$ cat src/rtl/fixed_point_alu_pkg.sv
// Shared constants for the fixed-point ALU units: default operand geometry
// and the sequential divider's state encoding.
package fixed_point_alu_pkg;

  localparam int DEF_WIDTH = 8;
  localparam int DEF_FRAC  = 0;

  typedef logic [1:0] div_state_t;

  localparam logic [1:0] ST_IDLE = 2'd0;
  localparam logic [1:0] ST_RUN  = 2'd1;
  localparam logic [1:0] ST_DONE = 2'd2;

  // Counter width able to hold the values 0..n.
  function automatic int ctr_width(input int n);
    return $clog2(n + 1);
  endfunction

endpackage

$ cat src/rtl/div_step.sv
// One restoring-division iteration: shift the next dividend bit into the
// partial remainder, trial-subtract the divisor, keep or restore.
module div_step #(
  parameter int WIDTH = 8
) (
  input  logic [WIDTH-1:0] rem_in,
  input  logic             bit_in,
  input  logic [WIDTH-1:0] divisor,
  output logic [WIDTH-1:0] rem_out,
  output logic             q_bit
);

  logic [WIDTH:0] shifted;
  logic [WIDTH:0] trial;

  // rem_in < divisor keeps shifted below 2*divisor, so the result fits WIDTH bits.
  always_comb begin
    shifted = {rem_in, bit_in};
    trial   = shifted - {1'b0, divisor};
    if (shifted >= {1'b0, divisor}) begin
      q_bit   = 1'b1;
      rem_out = trial[WIDTH-1:0];
    end else begin
      q_bit   = 1'b0;
      rem_out = shifted[WIDTH-1:0];
    end
  end

endmodule

$ cat src/rtl/seq_divider.sv
// Sequential unsigned restoring divider producing a WIDTH-bit quotient with
// FRAC fractional bits, one quotient bit per clock.
module seq_divider
  import fixed_point_alu_pkg::*;
#(
  parameter int WIDTH = DEF_WIDTH,
  parameter int FRAC  = DEF_FRAC
) (
  input  logic             clk,
  input  logic             rst,
  input  logic             start,
  input  logic [WIDTH-1:0] A,
  input  logic [WIDTH-1:0] B,
  output logic [WIDTH-1:0] Quot,
  output logic [WIDTH-1:0] Rem,
  output logic             busy,
  output logic             done,
  output logic             div_by_zero,
  output logic             overflow
);

  localparam int N  = WIDTH + FRAC;
  localparam int CW = ctr_width(N);
  localparam logic [CW-1:0]    LAST_C = CW'(N - 1);
  localparam logic [WIDTH-1:0] ONES   = {WIDTH{1'b1}};

  div_state_t       state;
  logic [CW-1:0]    cnt;
  logic [N-1:0]     dvd;
  logic [N-1:0]     dvd_next;
  logic [WIDTH-1:0] part;
  logic [WIDTH-1:0] divisor;
  logic [WIDTH-1:0] step_rem;
  logic             step_q;
  logic             sticky;
  logic             sticky_next;
  logic             in_high;

  div_step #(.WIDTH(WIDTH)) u_step (
    .rem_in  (part),
    .bit_in  (dvd[N-1]),
    .divisor (divisor),
    .rem_out (step_rem),
    .q_bit   (step_q)
  );

  // The first FRAC iterations produce quotient bits above WIDTH-1; any 1 there
  // means the result cannot be represented and Quot saturates.
  generate
    if (FRAC > 0) begin : g_frac
      localparam logic [CW-1:0] FRAC_C = CW'(FRAC);
      assign in_high = (cnt < FRAC_C);
    end else begin : g_nofrac
      assign in_high = 1'b0;
    end
  endgenerate

  // Quotient bits shift into the low end as dividend bits leave the top.
  always_comb begin
    dvd_next    = {dvd[N-2:0], step_q};
    sticky_next = sticky | (in_high & step_q);
  end

  // Control FSM, datapath registers and registered outputs.
  always_ff @(posedge clk or posedge rst) begin
    if (rst) begin
      state       <= ST_IDLE;
      cnt         <= {CW{1'b0}};
      dvd         <= {N{1'b0}};
      part        <= {WIDTH{1'b0}};
      divisor     <= {WIDTH{1'b0}};
      sticky      <= 1'b0;
      Quot        <= {WIDTH{1'b0}};
      Rem         <= {WIDTH{1'b0}};
      busy        <= 1'b0;
      done        <= 1'b0;
      div_by_zero <= 1'b0;
      overflow    <= 1'b0;
    end else begin
      case (state)
        ST_IDLE, ST_DONE: begin
          done <= 1'b0;
          if (start) begin
            if (B == {WIDTH{1'b0}}) begin
              state       <= ST_DONE;
              done        <= 1'b1;
              busy        <= 1'b0;
              Quot        <= ONES;
              Rem         <= A;
              div_by_zero <= 1'b1;
              overflow    <= 1'b0;
            end else begin
              state   <= ST_RUN;
              busy    <= 1'b1;
              dvd     <= N'(A) << FRAC;
              divisor <= B;
              part    <= {WIDTH{1'b0}};
              cnt     <= {CW{1'b0}};
              sticky  <= 1'b0;
            end
          end else begin
            state <= ST_IDLE;
          end
        end
        ST_RUN: begin
          dvd    <= dvd_next;
          part   <= step_rem;
          sticky <= sticky_next;
          cnt    <= cnt + CW'(1);
          if (cnt == LAST_C) begin
            state       <= ST_DONE;
            busy        <= 1'b0;
            done        <= 1'b1;
            Quot        <= sticky_next ? ONES : dvd_next[WIDTH-1:0];
            Rem         <= step_rem;
            div_by_zero <= 1'b0;
            overflow    <= sticky_next;
          end else begin
            state <= ST_RUN;
          end
        end
        default: begin
          state <= ST_IDLE;
          busy  <= 1'b0;
          done  <= 1'b0;
        end
      endcase
    end
  end

endmodule

$ cat config.mk
export PLATFORM = sky130hd
export DESIGN_NAME = seq_divider
export DESIGN_NICKNAME = d
export VERILOG_FILES = /design/src/rtl/fixed_point_alu_pkg.sv /design/src/rtl/div_step.sv /design/src/rtl/seq_divider.sv
export SDC_FILE = /design/constraint.sdc
export NUM_CORES = 1
export LEC_CHECK = 0
export CELL_PAD_IN_SITES_DETAIL_PLACEMENT = 0
export CELL_PAD_IN_SITES_GLOBAL_PLACEMENT = 2
export CORE_MARGIN = 3
export CORE_UTILIZATION = 35
export DETAILED_ROUTE_END_ITERATION = 10
export GPL_ROUTABILITY_DRIVEN = 0
export HOLD_SLACK_MARGIN = 0.02
export PLACE_DENSITY = 0.8
export SLEW_MARGIN = 20
export SYNTH_ARGS = -nofsm -noshare
export SYNTH_HDL_FRONTEND = slang
export SYNTH_SLANG_ARGS = --single-unit
$ cat constraint.sdc
create_clock -name clk -period 6.15 [get_ports clk]
set_clock_uncertainty 0.15 [all_clocks]
set_input_delay 0.9225 -clock clk [delete_from_list [all_inputs] [get_ports clk]]
set_output_delay 0.9225 -clock clk [all_outputs]
set_load 0.01 [all_outputs]
==> results of run 1 <==
## worst min-delay path by stage
stage	from	endpoint	cells after the start
2_1_floorplan	cnt[2]	cnt[2]	1
3_3_place_gp	busy	busy	1
3_5_place_dp	busy	busy	1
4_1_cts	busy	busy	1
5_1_grt	div_by_zero	div_by_zero	2
6_report	div_by_zero	div_by_zero	2
## cells by family (layout without fill, tap and decap cells)
| logic type | Yosys count | count (layout) | share of synthesized area |
|---|---|---|---|
| buffers and inverters | 27 | 60 | 0.0472 |
| DFF | 49 | 49 | 0.497 |
| AOI/OAI and AO/OA | 65 | 65 | 0.164 |
| adders and majority gates | 10 | 10 | 0.0538 |
| and+or+nand+nor | 95 | 95 | 0.177 |
| other | 1 | 1 | 0.00152 |
| muxes | 10 | 10 | 0.0416 |
| xor gates and xnor gates | 5 | 5 | 0.0178 |
## registers in the layout, summed over array words and instances (netlist names)
signal,flops
Quot,8
Rem,8
divisor,8
dvd,8
part,8
cnt,4
state,2
busy,1
div_by_zero,1
done,1
## placed cells by master (no fill, tap or decap), drive strengths merged, types with 3 or more instances in the layout
| cell | n |
|---|---|
| a211oi | 5 |
| a21oi | 22 |
| nor2 | 35 |
| or4 | 3 |
| ha | 9 |
| clkdlybuf4s50 | 37 |
| dfrtp | 49 |
| nand2 | 31 |
| a41oi | 3 |
| a31oi | 4 |
| mux2i | 8 |
| xor2 | 3 |
| inv | 12 |
| nand2b | 4 |
| o21ai | 21 |
| clkbuf | 6 |
| nand3 | 9 |
| nor3 | 3 |
## layer usage
layer  vias to the layer above  track usage
li1                        964            -
met1                       925        0.199
met2                        30        0.241
met3                         2       0.0351
met4                         0       0.0281
met5                         -            0
## cell type report
| type | count | area share |
|---|---|---|
| sequential | 49 | 0.406 |
| multi-input combinational | 186 | 0.372 |
| inverter | 13 | 0.0166 |
| clock buffer | 6 | 0.0273 |
| timing repair buffer | 39 | 0.128 |
| tap | 93 | 0.0385 |
| clock inverter | 2 | 0.0124 |
## power groups by stage
stage	Clock [µW]	Combinational [µW]	Sequential [µW]
finish	246	976	553
global route	263	1110	574
CTS	252	988	555
detailed placement	0	979	561
global placement	0	980	560
floorplan	0	691	564
## worst max-delay path, stage by stage
cell and delay, ns:
sky130_fd_sc_hd__clkdlybuf4s50_1 0.41, sky130_fd_sc_hd__or4_1 0.57, sky130_fd_sc_hd__or3b_4 0.45, sky130_fd_sc_hd__nand2_2 0.45, sky130_fd_sc_hd__nor2_1 0.09, sky130_fd_sc_hd__a211o_1 0.28
sky130_fd_sc_hd__a31oi_1 0.15
## per-stage QoR
stage	total power [µW]	utilization	hold WS [ns]
2_1_floorplan	1260	-	0.322
3_3_place_gp	1540	0.441	0.321
3_5_place_dp	1540	0.441	0.322
4_1_cts	1800	0.460	0.353
5_1_grt	1950	0.460	0.364
6_report	1780	0.460	0.343
==> impl_metrics.py, run 1 <==
metrics = {
    "global_route": {
        "grt_pass1_wl_mm": 9.74,
        "grt_use_total": 0.146,
        "number_of_antenna_violations_at_the_first_check_in_global_routing": 0,
        "gr-total-overflow": 0,
        "pin_count_of_the_biggest_net_entering_global_routing": 50,
        "grt_pass1_vias": 2018,
    },
    "sta": {
        "timing.final.crit_period_ns": 3.27,
        "final.setup.tns_ns": 0,
        "drv_slew": 0,
        "timing.final.crit_share": 0.532,
        "relSlewSlack": 0.311,
        "worst_pin_slew_ns": 1.03,
        "timing_hold_violations_final": 0,
        "highest_clock_frequency_the_design_can_meet_mhz": 306,
        "setup_slack_ns": 2.88,
        "setup_viol_count_final": 0,
        "grt_setup_unrepaired": "no",
    },
    "finish": {
        "fin_cells": 388,
        "seqCellArea_um2": 1230,
        "design.final.nets": 323,
        "fillers": 654,
        "final_layout_size_suffix_gt1_frac": 0.0746,
        "area_growth_pct": 22.5,
        "footprint_of_the_multi_input_gates_um2": 1120,
        "fin_area_um2": 3020,
        "antenna-diode-count": 0,
    },
    "yosys": {
        "synth.area.top_cells": "sky130_fd_sc_hd__dfrtp_1 (50%), sky130_fd_sc_hd__nor2_1 (5.3%), sky130_fd_sc_hd__ha_1 (4.6%)",
        "number_of_standard_cells_after_synthesis": 262,
        "mappedNetlistArea_um2": 2460,
        "ys_seq_elements": 49,
        "post-synth-top-area-cell": "sky130_fd_sc_hd__dfrtp_1",
        "synth_nets": 291,
        "async_reset_ff_frac": 1.00,
        "yosys.cell_types.count": 47,
        "yosys_warnings": 0,
        "synth.most_common_cell": "sky130_fd_sc_hd__dfrtp_1",
        "top_area_cell_type_share_of_the_netlist_area": 0.497,
        "synth_ff_type": "sky130_fd_sc_hd__dfrtp_1",
        "synth_common_cells": "sky130_fd_sc_hd__dfrtp_1 (49), sky130_fd_sc_hd__nor2_1 (35), sky130_fd_sc_hd__nand2_1 (29)",
        "synth_edf_count": 0,
        "syn-mean-instance-area_um2": 9.41,
        "synth_sequential_area_ratio": 0.497,
    },
    "cts": {
        "clk_sink_count": 49,
        "clock_path_buffers": 2,
        "clkSlewWorstSetupHoldPaths_ns": 0.09,
        "tritoncts": "done",
        "cts-resized-gates": 0,
        "htree_levels": 2,
        "cts_setup_buffers": 0,
        "clock_buffers_created_by_tritoncts": 5,
        "clk-insertion-delay-late_ns": 0.31,
        "clock_tree.root_cell": "sky130_fd_sc_hd__clkbuf_8",
        "holdBufCountCts": 0,
    },
    "power_and_ir_drop": {
        "power_frac_clock": 0.139,
        "switching_share": 0.425,
        "power.sequential.fraction": 0.312,
        "share_comb_of_total_power": 0.550,
        "ir_drop_v": 0.000252,
        "cellLeakagePower_uw": 0.00126,
        "power-per-cell-area_nw_per_um2": 588,
        "p_sw_uw": 754,
        "p_int_uw": 1020,
    },
    "flow_run": {
        "maxCapViolCount": 0,
    },
    "detailed_routing": {
        "route.final.wire_length_mm": 5.67,
        "drcViolationCount": 0,
        "ant_nets": 0,
        "met2_length_mm": 2.58,
        "highest-signal-layer": "met4",
        "dr_total_vias": 1921,
        "route.detailed.wl_per_inst_um": 14.6,
        "m1WireLength_mm": 2.88,
        "routed-wl-met3_um": 188,
        "drc_violation_total_after_the_first_tritonroute_iteration": 99,
        "vias_per_cell": 4.95,
        "detailedRoute.firstPassIterationCount": 4,
    },
    "worst_setup_path": {
        "criticalPathCategory": "input port to register",
        "critical_path.startpoint": "B[4]",
        "setup.worst_path.end": "Rem[7]",
        "r2r_setup_slack_ns": 3.44,
        "worstReg2RegStart": "divisor[0]",
        "timing.reg2reg.worst_path_depth": 8,
        "timing.critical_path.fanout_max": 32,
        "worst-endpoint-arrival_ns": 3.34,
        "timing.rr.end": "Rem[6]",
        "critPathRequiredTime_ns": 6.22,
        "start_kind": "input port",
        "setup.worst_path.end_class": "register",
    },
    "floorplan": {
        "die_w_um": 89.9,
        "start_util": 0.375,
        "top_level_port_count": 39,
        "die-height_um": 89.9,
        "dieArea_um2": 8090,
        "row_count": 29,
        "core_area_um2": 6570,
    },
    "place": {
        "preCtsSetupSlack_ns": 2.58,
        "placement.io_buffers": 37,
        "dp.final_hpwl_mm": 4.03,
        "placed_cell_area_um2": 2900,
        "dp.cells": 380,
    },
    "run_status": {
        "status": "finished clean",
    },
    "worst_hold_path": {
        "min_path_type": "register to register",
    },
}
No activity file was read; power rests on OpenSTA's default activity.
==> run 2: changes to the inputs <==
--- a/config.mk
+++ b/config.mk
@@ -8,11 +8,11 @@
 export CELL_PAD_IN_SITES_DETAIL_PLACEMENT = 0
 export CELL_PAD_IN_SITES_GLOBAL_PLACEMENT = 2
 export CORE_MARGIN = 3
-export CORE_UTILIZATION = 35
+export CORE_UTILIZATION = 33
 export DETAILED_ROUTE_END_ITERATION = 10
 export GPL_ROUTABILITY_DRIVEN = 0
 export HOLD_SLACK_MARGIN = 0.02
-export PLACE_DENSITY = 0.8
+export PLACE_DENSITY = 0.76
 export SLEW_MARGIN = 20
 export SYNTH_ARGS = -nofsm -noshare
 export SYNTH_HDL_FRONTEND = slang
==> constraint.sdc (replaced) <==
create_clock -name clk -period 3.3 [get_ports clk]
set_clock_uncertainty 0.15 [all_clocks]
set_input_delay 0.495 -clock clk [delete_from_list [all_inputs] [get_ports clk]]
set_output_delay 0.495 -clock clk [all_outputs]
set_load 0.01 [all_outputs]
==> impl_metrics.py, run 2 (synthesized netlist as in run 1, its figures left out) <==
metrics = {
    "floorplan": {
        "top_level_port_count": 39,
        "row_count": 30,
        "core_area_um2": 7020,
        "die_w_um": 92.4,
        "die-height_um": 92.4,
        "dieArea_um2": 8540,
        "start_util": 0.351,
    },
    "run_status": {
        "status": "finished clean",
    },
    "detailed_routing": {
        "ant_nets": 0,
        "drcViolationCount": 0,
        "vias_per_cell": 4.86,
        "detailedRoute.firstPassIterationCount": 4,
        "route.detailed.wl_per_inst_um": 14.9,
        "drc_violation_total_after_the_first_tritonroute_iteration": 93,
        "route.final.wire_length_mm": 5.89,
        "dr_total_vias": 1924,
    },
    "cts": {
        "tritoncts": "done",
        "clock_buffers_created_by_tritoncts": 5,
        "clkSlewWorstSetupHoldPaths_ns": 0.09,
        "cts_setup_buffers": 0,
        "clock_tree.root_cell": "sky130_fd_sc_hd__clkbuf_8",
        "cts-resized-gates": 0,
        "holdBufCountCts": 0,
        "clk_sink_count": 49,
        "clock_path_buffers": 2,
        "htree_levels": 2,
        "clk-insertion-delay-late_ns": 0.30,
    },
    "power_and_ir_drop": {
        "ir_drop_v": 0.000462,
        "cellLeakagePower_uw": 0.00128,
        "power-per-cell-area_nw_per_um2": 1070,
    },
    "sta": {
        "drv_slew": 0,
        "highest_clock_frequency_the_design_can_meet_mhz": 374,
        "worst_pin_slew_ns": 0.517,
        "setup_viol_count_final": 0,
        "timing.final.crit_period_ns": 2.67,
        "final.setup.tns_ns": 0,
        "grt_setup_unrepaired": "no",
        "timing.final.crit_share": 0.809,
        "relSlewSlack": 0.655,
        "timing_hold_violations_final": 0,
    },
    "finish": {
        "fin_area_um2": 3030,
        "footprint_of_the_multi_input_gates_um2": 1120,
        "fillers": 705,
        "design.final.nets": 328,
        "layout.cells.most_common_list": "sky130_fd_sc_hd__dfrtp_1 (49), sky130_fd_sc_hd__clkdlybuf4s50_1 (37), sky130_fd_sc_hd__nor2_1 (35)",
        "final_layout_size_suffix_gt1_frac": 0.0900,
        "antenna-diode-count": 0,
        "most_frequent_standard_cell_in_the_layout_excluding_fill_and_tap_cells": "sky130_fd_sc_hd__dfrtp_1",
        "area_growth_pct": 22.8,
        "seqCellArea_um2": 1230,
    },
    "worst_setup_path": {
        "r2r_setup_slack_ns": 0.63,
        "worst-endpoint-arrival_ns": 2.70,
        "timing.critical_path.fanout_max": 3,
        "worstReg2RegStart": "divisor[0]",
        "timing.rr.end": "Rem[6]",
        "setup.worst_path.end_class": "register",
        "critPathRequiredTime_ns": 3.33,
        "timing.reg2reg.worst_path_depth": 8,
        "start_kind": "register",
        "criticalPathCategory": "register to register",
    },
    "global_route": {
        "pin_count_of_the_biggest_net_entering_global_routing": 39,
        "grt_pass1_wl_mm": 10.0,
        "grt_pass1_vias": 2008,
        "gr-total-overflow": 0,
        "number_of_antenna_violations_at_the_first_check_in_global_routing": 0,
        "grt_use_total": 0.147,
    },
    "place": {
        "placed_cell_area_um2": 2940,
        "placement.io_buffers": 37,
        "dp.final_hpwl_mm": 4.27,
    },
    "worst_hold_path": {
        "min_path_type": "input port to async pin",
    },
    "flow_run": {
        "maxCapViolCount": 0,
    },
}
-- run 2: how the worst max path moves through the flow --
stage,start,endpoint,slack (ns)
after floorplan,part[4],Rem[4],0.95
after global placement,B[4],Rem[3],0.38
after detailed placement,B[4],Rem[3],0.34
after CTS,divisor[0],Rem[6],0.59
after global routing,dvd[7],Rem[6],0.45
final,divisor[0],Rem[6],0.63
-- run 2: per-stage QoR --
step / hold WS, ns / utilization / total power [µW] / setup WS, ns / cells
2_1_floorplan: 0.322 / - / 2340 / 0.951 / 262
3_3_place_gp: 0.321 / 0.419 / 2900 / 0.381 / 388
3_5_place_dp: 0.319 / 0.419 / 2920 / 0.339 / 388
4_1_cts: 0.276 / 0.431 / 3290 / 0.593 / 396
5_1_grt: 0.294 / 0.431 / 3590 / 0.455 / 396
6_report: 0.270 / 0.431 / 3250 / 0.629 / 396
-- run 2: final cells by class --
type	instances	share of cell area
flip-flops and latches	49	0.405
multi-input cells	186	0.371
repair buffers	44	0.140
well taps	96	0.0397
clock buffers	5	0.0227
inverters	13	0.0161
clock inverters	3	0.00579
-- run 2: power breakdown --
part	internal [µW]	switching (µW)	total, µW
clock network	147	212	359
logic	806	1050	1860
registers	873	162	1030
-- run 2: critical path, stage by stage (launching register included) --
cell and delay, ns:
sky130_fd_sc_hd__dfrtp_1 0.39, sky130_fd_sc_hd__ha_1 0.22, sky130_fd_sc_hd__fa_1 0.41, sky130_fd_sc_hd__nand2b_1 0.19, sky130_fd_sc_hd__a211oi_1 0.40, sky130_fd_sc_hd__nor4_1 0.09
sky130_fd_sc_hd__a311o_1 0.34, sky130_fd_sc_hd__mux2i_1 0.25, sky130_fd_sc_hd__a211oi_1 0.12
-- run 2: per-layer routing --
metal	global-route usage	share of wire	vias up
met2	0.220	0.46	30
met1	0.216	0.50	912
met4	0.0433	0.012	0
met3	0.0268	0.029	7
met5	0	0	-
li1	-	-	975
